**src/rtl/alu_pipe.sv**
```systemverilog
// ============================================================================
// alu_pipe -- registered ALU with valid/ready handshakes on both sides.
//
// Purpose
//   This block accepts one operation per cycle from issue and returns the
//   result, the status flags and an opaque tag to writeback. Writeback
//   back-pressure (out_ready low) holds the current result stable and stalls
//   issue. Non-MUL operations produce their result one edge after accept.
//
// Optional feature (macro ALU_MUL_EN)
//   When ALU_MUL_EN is defined, opcode 0111 is an unsigned shift-add
//   multiplier. It adds one partial product per cycle, so the FSM stays in
//   BUSY for WIDTH cycles. When ALU_MUL_EN is undefined, there is no
//   multiplier and no BUSY state, and 0111 behaves as an undefined opcode.
//
// Ports
//   clk, rst            clock; synchronous active-high reset
//   in_valid/in_ready   request handshake (ready is low while rst or BUSY)
//   opcode, A, B        operation select and operands
//   in_tag              tag returned unchanged with the result
//   out_valid/out_ready result handshake (valid == state DONE)
//   result, flags       result and {V,C,N,Z}
//   out_tag             tag of the returned operation
// ============================================================================
module alu_pipe #(
    parameter int WIDTH = 16,
    parameter int TAG_W = 4
) (
    input  logic             clk,
    input  logic             rst,
    input  logic             in_valid,
    output logic             in_ready,
    input  logic [3:0]       opcode,
    input  logic [WIDTH-1:0] A,
    input  logic [WIDTH-1:0] B,
    input  logic [TAG_W-1:0] in_tag,
    output logic             out_valid,
    input  logic             out_ready,
    output logic [WIDTH-1:0] result,
    output logic [3:0]       flags,
    output logic [TAG_W-1:0] out_tag
);

    localparam int SHW = $clog2(WIDTH);

    localparam logic [3:0] OP_ADD = 4'b0000;
    localparam logic [3:0] OP_SUB = 4'b0001;
    localparam logic [3:0] OP_AND = 4'b0010;
    localparam logic [3:0] OP_OR  = 4'b0011;
    localparam logic [3:0] OP_XOR = 4'b0100;
    localparam logic [3:0] OP_SHL = 4'b0101;
    localparam logic [3:0] OP_SHR = 4'b0110;
    localparam logic [3:0] OP_SRA = 4'b1000;
    localparam logic [3:0] OP_SLT = 4'b1001;
`ifdef ALU_MUL_EN
    localparam logic [3:0] OP_MUL = 4'b0111;
    localparam logic [SHW-1:0] LAST_ITER = SHW'(WIDTH - 1);
`endif

`ifdef ALU_MUL_EN
    typedef enum logic [1:0] {S_IDLE = 2'd0, S_BUSY = 2'd1, S_DONE = 2'd2} state_t;
`else
    typedef enum logic [1:0] {S_IDLE = 2'd0, S_DONE = 2'd2} state_t;
`endif

    // Single-cycle evaluation; returns {V,C,N,Z, result}.
    // Shifts run in a double-width vector so the last bit shifted out lands
    // at a fixed position (bit WIDTH for SHL, bit WIDTH-1 for SHR/SRA). It is
    // zero automatically when the shift amount is zero.
    function automatic logic [WIDTH+3:0] alu_eval(input logic [3:0]       op,
                                                  input logic [WIDTH-1:0] a,
                                                  input logic [WIDTH-1:0] b);
        logic [WIDTH:0]       sum;
        logic [2*WIDTH-1:0]   ext;
        logic [WIDTH-1:0]     res;
        logic                 c;
        logic                 v;
        logic [SHW-1:0]       sh;
        sum = '0;
        ext = '0;
        res = '0;
        c   = 1'b0;
        v   = 1'b0;
        sh  = b[SHW-1:0];
        case (op)
            OP_ADD: begin
                sum = {1'b0, a} + {1'b0, b};
                res = sum[WIDTH-1:0];
                c   = sum[WIDTH];
                v   = (a[WIDTH-1] == b[WIDTH-1]) && (res[WIDTH-1] != a[WIDTH-1]);
            end
            OP_SUB: begin
                // The borrow appears as the extra top bit of the extended difference.
                sum = {1'b0, a} - {1'b0, b};
                res = sum[WIDTH-1:0];
                c   = sum[WIDTH];
                v   = (a[WIDTH-1] != b[WIDTH-1]) && (res[WIDTH-1] != a[WIDTH-1]);
            end
            OP_AND: res = a & b;
            OP_OR:  res = a | b;
            OP_XOR: res = a ^ b;
            OP_SHL: begin
                ext = {{WIDTH{1'b0}}, a} << sh;
                res = ext[WIDTH-1:0];
                c   = ext[WIDTH];
            end
            OP_SHR: begin
                ext = {a, {WIDTH{1'b0}}} >> sh;
                res = ext[2*WIDTH-1:WIDTH];
                c   = ext[WIDTH-1];
            end
            OP_SRA: begin
                ext = $signed({a, {WIDTH{1'b0}}}) >>> sh;
                res = ext[2*WIDTH-1:WIDTH];
                c   = ext[WIDTH-1];
            end
            OP_SLT: res = {{(WIDTH-1){1'b0}}, ($signed(a) < $signed(b))};
            default: res = '0;
        endcase
        return {v, c, res[WIDTH-1], (res == {WIDTH{1'b0}}), res};
    endfunction

    state_t             state_q, state_d;
    logic [WIDTH-1:0]   result_q, result_d;
    logic [3:0]         flags_q, flags_d;
    logic [TAG_W-1:0]   out_tag_q, out_tag_d;
    logic               accept_s;
    logic [WIDTH+3:0]   eval_s;

`ifdef ALU_MUL_EN
    logic [2*WIDTH-1:0] mcand_q, mcand_d;
    logic [2*WIDTH-1:0] acc_q, acc_d;
    logic [WIDTH-1:0]   mplier_q, mplier_d;
    logic [SHW-1:0]     cnt_q, cnt_d;
    logic [2*WIDTH-1:0] acc_step_s;
    logic               is_mul_s;

    assign is_mul_s   = (opcode == OP_MUL);
    assign acc_step_s = acc_q + (mplier_q[0] ? mcand_q : {(2*WIDTH){1'b0}});
`endif

    assign accept_s = in_valid & in_ready;
    assign eval_s   = alu_eval(opcode, A, B);

    // FSM state register
    always_ff @(posedge clk) begin
        if (rst) begin
            state_q <= S_IDLE;
        end else begin
            state_q <= state_d;
        end
    end

    // FSM next-state logic
    always_comb begin
        state_d = state_q;
        case (state_q)
            S_IDLE: begin
                if (accept_s) begin
`ifdef ALU_MUL_EN
                    state_d = is_mul_s ? S_BUSY : S_DONE;
`else
                    state_d = S_DONE;
`endif
                end else begin
                    state_d = S_IDLE;
                end
            end
`ifdef ALU_MUL_EN
            S_BUSY: begin
                if (cnt_q == LAST_ITER) begin
                    state_d = S_DONE;
                end else begin
                    state_d = S_BUSY;
                end
            end
`endif
            S_DONE: begin
                if (!out_ready) begin
                    state_d = S_DONE;
                end else if (accept_s) begin
`ifdef ALU_MUL_EN
                    state_d = is_mul_s ? S_BUSY : S_DONE;
`else
                    state_d = S_DONE;
`endif
                end else begin
                    state_d = S_IDLE;
                end
            end
            default: state_d = S_IDLE;
        endcase
    end

    // FSM outputs: handshake signals derived from the registered state
    always_comb begin
        out_valid = (state_q == S_DONE);
        in_ready  = !rst && ((state_q == S_IDLE) || ((state_q == S_DONE) && out_ready));
    end

    // Datapath next values: capture on accept, iterate while multiplying, else hold
    always_comb begin
        result_d  = result_q;
        flags_d   = flags_q;
        out_tag_d = out_tag_q;
`ifdef ALU_MUL_EN
        mcand_d   = mcand_q;
        acc_d     = acc_q;
        mplier_d  = mplier_q;
        cnt_d     = cnt_q;
`endif
        if (accept_s) begin
            out_tag_d = in_tag;
`ifdef ALU_MUL_EN
            if (is_mul_s) begin
                acc_d    = '0;
                mcand_d  = {{WIDTH{1'b0}}, A};
                mplier_d = B;
                cnt_d    = '0;
            end else begin
                {flags_d, result_d} = eval_s;
            end
`else
            {flags_d, result_d} = eval_s;
`endif
        end
`ifdef ALU_MUL_EN
        else if (state_q == S_BUSY) begin
            acc_d    = acc_step_s;
            mcand_d  = mcand_q << 1;
            mplier_d = mplier_q >> 1;
            cnt_d    = cnt_q + SHW'(1);
            // The final partial product is folded straight into the result.
            if (cnt_q == LAST_ITER) begin
                result_d = acc_step_s[WIDTH-1:0];
                flags_d  = {1'b0,
                            (acc_step_s[2*WIDTH-1:WIDTH] != {WIDTH{1'b0}}),
                            acc_step_s[WIDTH-1],
                            (acc_step_s[WIDTH-1:0] == {WIDTH{1'b0}})};
            end else begin
                result_d = result_q;
                flags_d  = flags_q;
            end
        end
`endif
        else begin
            result_d  = result_q;
            flags_d   = flags_q;
            out_tag_d = out_tag_q;
        end
    end

    // Datapath registers
    always_ff @(posedge clk) begin
        if (rst) begin
            result_q  <= '0;
            flags_q   <= 4'b0000;
            out_tag_q <= '0;
`ifdef ALU_MUL_EN
            mcand_q   <= '0;
            acc_q     <= '0;
            mplier_q  <= '0;
            cnt_q     <= '0;
`endif
        end else begin
            result_q  <= result_d;
            flags_q   <= flags_d;
            out_tag_q <= out_tag_d;
`ifdef ALU_MUL_EN
            mcand_q   <= mcand_d;
            acc_q     <= acc_d;
            mplier_q  <= mplier_d;
            cnt_q     <= cnt_d;
`endif
        end
    end

    assign result  = result_q;
    assign flags   = flags_q;
    assign out_tag = out_tag_q;

endmodule

```
**config.mk**
```make
export PLATFORM = sky130hd
export DESIGN_NAME = alu_pipe
export DESIGN_NICKNAME = d
export VERILOG_FILES = /design/src/rtl/alu_pipe.sv
export SDC_FILE = /design/constraint.sdc
export NUM_CORES = 1
export LEC_CHECK = 0
export CORE_MARGIN = 4
export CORE_UTILIZATION = 55
export CTS_CLUSTER_DIAMETER = 30
export DETAILED_ROUTE_END_ITERATION = 16
export DONT_BUFFER_PORTS = 1
export PLACE_DENSITY = 0.67
export SLEW_MARGIN = 20
export SYNTH_ARGS = -nofsm -noshare
export SYNTH_HDL_FRONTEND = slang
export SYNTH_SLANG_ARGS = --single-unit
```
**constraint.sdc**
```tcl
create_clock -name clk -period 4.5 [get_ports clk]
set_input_delay 0.9 -clock clk [delete_from_list [all_inputs] [get_ports clk]]
set_output_delay 0.9 -clock clk [all_outputs]
set_load 0.01 [all_outputs]
```
-- Word level (Yosys, flattened, before mapping)
Cells that the tools add are included.
- $add $sub $neg: 2
- mux-type cells: 6
- reductions and logical operators: 9
- $lt $le $gt $ge: 1
- eq/ne operators: 13
- bitwise operators: 4
- shifts and indexed selects: 3
- operators with widths (operator ; number):
    $pmux W16 S9 ; 1
    $shr A32 B4 Y32 ; 1
    $sshr A32 B4 Y32 ; 1
    $add A16 B16 Y17 ; 1
    $shl A16 B4 Y17 ; 1
    $sub A16 B16 Y17 ; 1
    $and A16 B16 Y16 ; 1
    $logic_not A16 Y1 ; 1
    $lt A16 B16 Y1 ; 1
    $or A16 B16 Y16 ; 1
    $xor A16 B16 Y16 ; 1
    $eq A4 B3 Y1 const B ; 3
    $eq A4 B2 Y1 const B ; 2
    $eq A4 B4 Y1 const B ; 2
    $pmux W1 S5 ; 1
    $eq A4 B1 Y1 const B ; 1
    $logic_and A1 B1 Y1 ; 4
    $logic_not A4 Y1 ; 1
    $mux W2 ; 2
    $pmux W2 S2 ; 1
    $ne A1 B1 Y1 ; 3
    $eq A2 B2 Y1 const B ; 1
    $logic_not A2 Y1 ; 1
    $pmux W1 S2 ; 1
    4 further kinds ; 4
- output and inout bits: 26
- logic and storage cells: 42
- bits in registers: 26
- input bits: 44

-- Depth between registers and ports, before layout
- word-level depth: 8
- depth in mapped cells: 15
- depth with buffers taken out: 12

-- Least setup slack after synthesis
No wires, ideal clock.
- kind: input to register
- from: in B[1]
- to: reg flags_q[0], in the netlist flags[0]
- cell stages on the path: 14
- arrival time: 4030 ps
- library setup time: 118 ps
- required time: 4382 ps
- slack: 352 ps
- buffers on the path: 3
- path through: buf_2 inv_2 buf_1 buf_1 ha_1 or2_1 a211oi_2 o311ai_1 and3_1 o31a_1 o41a_1 and3b_1 o2111ai_1 o21ai_1
- word-level cells in the longest chain between the ends: 3
- elaborated cells between the ends (all ways): 11
- those cells by class: add/sub: 2; order compare: 1; shift: 3; mux: 1; bitwise: 3; reduce/logical: 1
- RTL lines (element ; RTL line ; RTL):
    from (decl) ; 35 ; input logic [WIDTH-1:0] B,
    $sub A16 B16 Y17, or another cell as far along ; 94 ; sum = {1'b0, a} - {1'b0, b};
    $pmux W16 S9 * ; 85 ; case (op)
    $logic_not A16 Y1 * ; 120 ; return {v, c, res[WIDTH-1], (res == {WIDTH{1'b0}}), res};
    to (signal assigned) ; 267 ; flags_q <= flags_d;
    to (decl) ; 125 ; logic [3:0] flags_q, flags_d;
Every way passes the cells marked *; elsewhere a longest branch is shown, timed or not.
A chain may end at the register's enable or synchronous reset.

-- Worst setup path in the final report
- from: in A[0]
- to: reg flags_q[0], in the netlist flags[0]
- word-level cells in the longest chain between the ends: 3
- elaborated cells between the ends (all ways): 11
- those cells by class: add/sub: 2; order compare: 1; shift: 3; mux: 1; bitwise: 3; reduce/logical: 1
- RTL lines (element ; RTL line ; RTL):
    from (decl) ; 34 ; input logic [WIDTH-1:0] A,
    $sub A16 B16 Y17, or another cell as far along ; 94 ;
    $pmux W16 S9 * ; 85 ;
    $logic_not A16 Y1 * ; 120 ;
Marks and branches as above.

==> summary.md <==
| Metric | Value |
|---|---|
| Setup WS post-layout | approximately 1000 ps |
| Die height | 106.0 µm |
| GP Congestion | 1.009 |
| Layout cell share with drive strength beyond 1 | 9.145% |
| MaxCap Viol Count | 0 |
| Pwr dens | around 160 nW/µm² |
| Clock transition at the registers of the reported paths | 80 ps |
| Clk buf depth | 2 |
| Final period util | 76.82% |
| Post-CTS sizing | 0 |
| Layout Skew | 2.840 ps |
| CTS HTree Levels | 1 |
| Mux cell area share after synthesis | between 15 and 20% |
| Placed Area | approximately 5200 µm² |
| Distinct cell type count after synthesis | 80 |
| Adder and majority cell fraction of the synthesized area | 12.38% |
| Final Hold Fails | 0 |
| Largest net degree at the start of global routing | 53 |
| Leakage | ~0.0021 µW |
| Post-route cell area | about 5300 µm² |
| Dpl cells | between 700 and 800 |
| CP Max Fanout | 5 |
| XOR/XNOR share of the synthesized area | less than 1% |
| Drt wl/cell | between 20 and 25 µm |
| Clk root buf | clkbuf_8 |
| Worst-Skew Late Latency | ~260 ps |
| First-pass GRT wire length | just under 30000 µm |
| Ys flop type | dfxtp_1 |
| Final antenna-violating net count | 0 |
| Fin util | approximately 57% |
| DPL Wire Length | between 10000 and 15000 µm |
| WP data arrival | about 3700 ps |
| Area delta synth->final | 0.3556% |
| GRT Total Usage | between 30% and 40% |
| RSZ-0062 raised after global routing | no |
| IO Pins | 70 |
| Postcts setup bufs | 0 |
| Netlist Area Pre-Place | 5278 µm² |
| DP Worst Slack | 817.3 ps |
| Main combinational cell family by area after synthesis | compound AO/OA/AOI/OAI gates |
| DRT Pass-1 Iters | 6 |
| Worst path required time | about 4700 ps |
| Fin crit period | ~3500 ps |
| Mapped Nets | ~810 |
| CTS Buf Count | 3 |
| F_max | 289.3 MHz |
| Post-CTS Hold Buffers | 0 |
| Post-synth EDFFs | 0 |
| N_diodes | 0 |
| Vias per inst | between 7 and 8 |
| Die width | 106.0 µm |
| Crit. End Element | flip-flop |
| Outcome | complete, no violations |
| Core area | roughly 9300 µm² |
| GRT overflow | 0 |
| Slew headroom | approximately 29% |
| Critical path type | in2reg |
| Vias in the first global route | approximately 5300 |
| Starting Density | 56.85% |
| Synth Instances | roughly 720 |
| Vias | between 5000 and 6000 |
| Residual DRC | 0 |
| Clock Sink Count | 24 |
| Final setup vio count | 0 |
| Synth Area in Simple Gates | between 20 and 25% |
| Synth Warn # | 0 |
| Fillers | 923 |
| Area of the multi-input gates | about 4400 µm² |
| Final Max Tran Viols | 0 |
| Post-Route WL | between 15000 and 20000 µm |
| Port buffer count | 0 |
| Final Non-Filler Cells | 796 |
| Nets@finish | ~760 |
| Sequential element share of the synthesized area | 9.104% |
| Peak supply drop | approximately 0.13 mV |
| Register area | 480.5 µm² |
| Initial antenna violation count | 0 |
| Synth Area in Compound Gates | about a third |
| DRT iter0 DRCs | approximately 610 |
| Setup TNS | 0 ps |
| Worst Tran Pin Value | 1045 ps |
| Fraction of registers with async set/reset | 0% |
| Synthesized area per cell | about 7.4 µm² |
| #FFs+latches synth | 24 |
| Clock tree from TritonCTS | built |
| CP Launch Type | primary input |
| Die ar. | between 10000 and 15000 µm² |
| Min-delay worst type | reg2reg |
| Std cell rows | 35 |
-- layout make-up --
type	count	share of cell area (%)
Multi-Input combinational cell	582	82.23
Sequential cell	24	9.072
Timing Repair Buffer	8	1.134
Clock buffer	4	1.039
Inverter	49	3.473
Tap cell	129	3.047
-- path summary, 6_finish.rpt --
check	startpoint	end	slack (ps)	depth (start not counted)
max	A[0]	flags[0]$_SDFFE_PP0P_	1040	12
min	flags[3]$_SDFFE_PP0P_	flags[3]$_SDFFE_PP0P_	510	2
max reg2reg	state_q[1]$_SDFF_PP0_	flags[2]$_SDFFE_PP0P_	2260	8
min reg2reg	flags[3]$_SDFFE_PP0P_	flags[3]$_SDFFE_PP0P_	510	2
-- routing by layer --
metal | GRT usage [%] | share of wire [%] | routed length [µm]
met5 | 0 | 0 | 0
met4 | 7.031 | 3.2 | 577
met3 | 4.372 | 10 | 1902
met2 | 51.64 | 45 | 8071
met1 | 45.73 | 42 | 7585
-- state kept, by name, summed over array words and instances (netlist names) --
register and flops:
flags 4, state_q 1, out_tag 4, result 15
-- power breakdown --
group	switching [µW]	internal, µW	total [µW]	leakage, µW
combinational	264	197	461	0.00185
sequential	21.1	230	251	0.000197
clock	62.7	78.0	141	0.0000288
-- cell families (layout without fill, tap and decap cells) --
family,Yosys count,after routing
AOI/OAI and AO/OA,242,242
buffers and inverters,111,61
DFF,24,24
muxes,51,51
and+or+nand+nor,235,235
adders and majority gates,51,51
xor gates and xnor gates,3,3
-- critical path: stages --
cell and delay, ps:
inv_1 30, ha_1 210, fa_1 420, or2_2 330, a211oi_2 310, o21ai_1 210, o221ai_1 260, xnor2_1 100
a221oi_1 390, and4_1 240, nand4b_1 100, o21ai_1 140
-- metrics by stage --
stage / power (µW) / hold WS (ps)
2_1_floorplan: 643.5 / 470.4
3_3_place_gp: 698.3 / 484.9
6_report: 852.9 / 506.8
4_1_cts: 844.2 / 507.8
5_1_grt: 913.3 / 526.2
3_5_place_dp: 703.7 / 496.4
-- placed cells by master (no fill, tap or decap), types with 8 or more instances in the layout --
cell type,count
o211ai_1,13
mux2_2,11
buf_4,8
o31ai_1,9
o22ai_1,9
o21ai_0,48
mux2i_1,18
nor2_1,63
ha_1,49
a21oi_1,55
nand2b_1,10
nor2b_1,9
mux4_2,21
a211oi_1,17
dfxtp_1,24
nor3_1,17
nand3_1,20
nand2_1,65
inv_1,48
-- synth_stat cells, drive strengths merged, types with 18 or more instances --
master / n / area share [%]
nand2: 65 / 4.6
mux4: 22 / 9.5
a211oi: 19 / 2.9
buf: 28 / 2.7
a21oi: 55 / 5.2
clkbuf: 34 / 2.4
mux2i: 18 / 3.4
o21ai: 54 / 5.2
inv: 49 / 3.5
ha: 49 / 12
dfxtp: 24 / 9.1
nor2: 63 / 4.5
nand3: 20 / 1.9
Power figures use the tool's default switching activity.
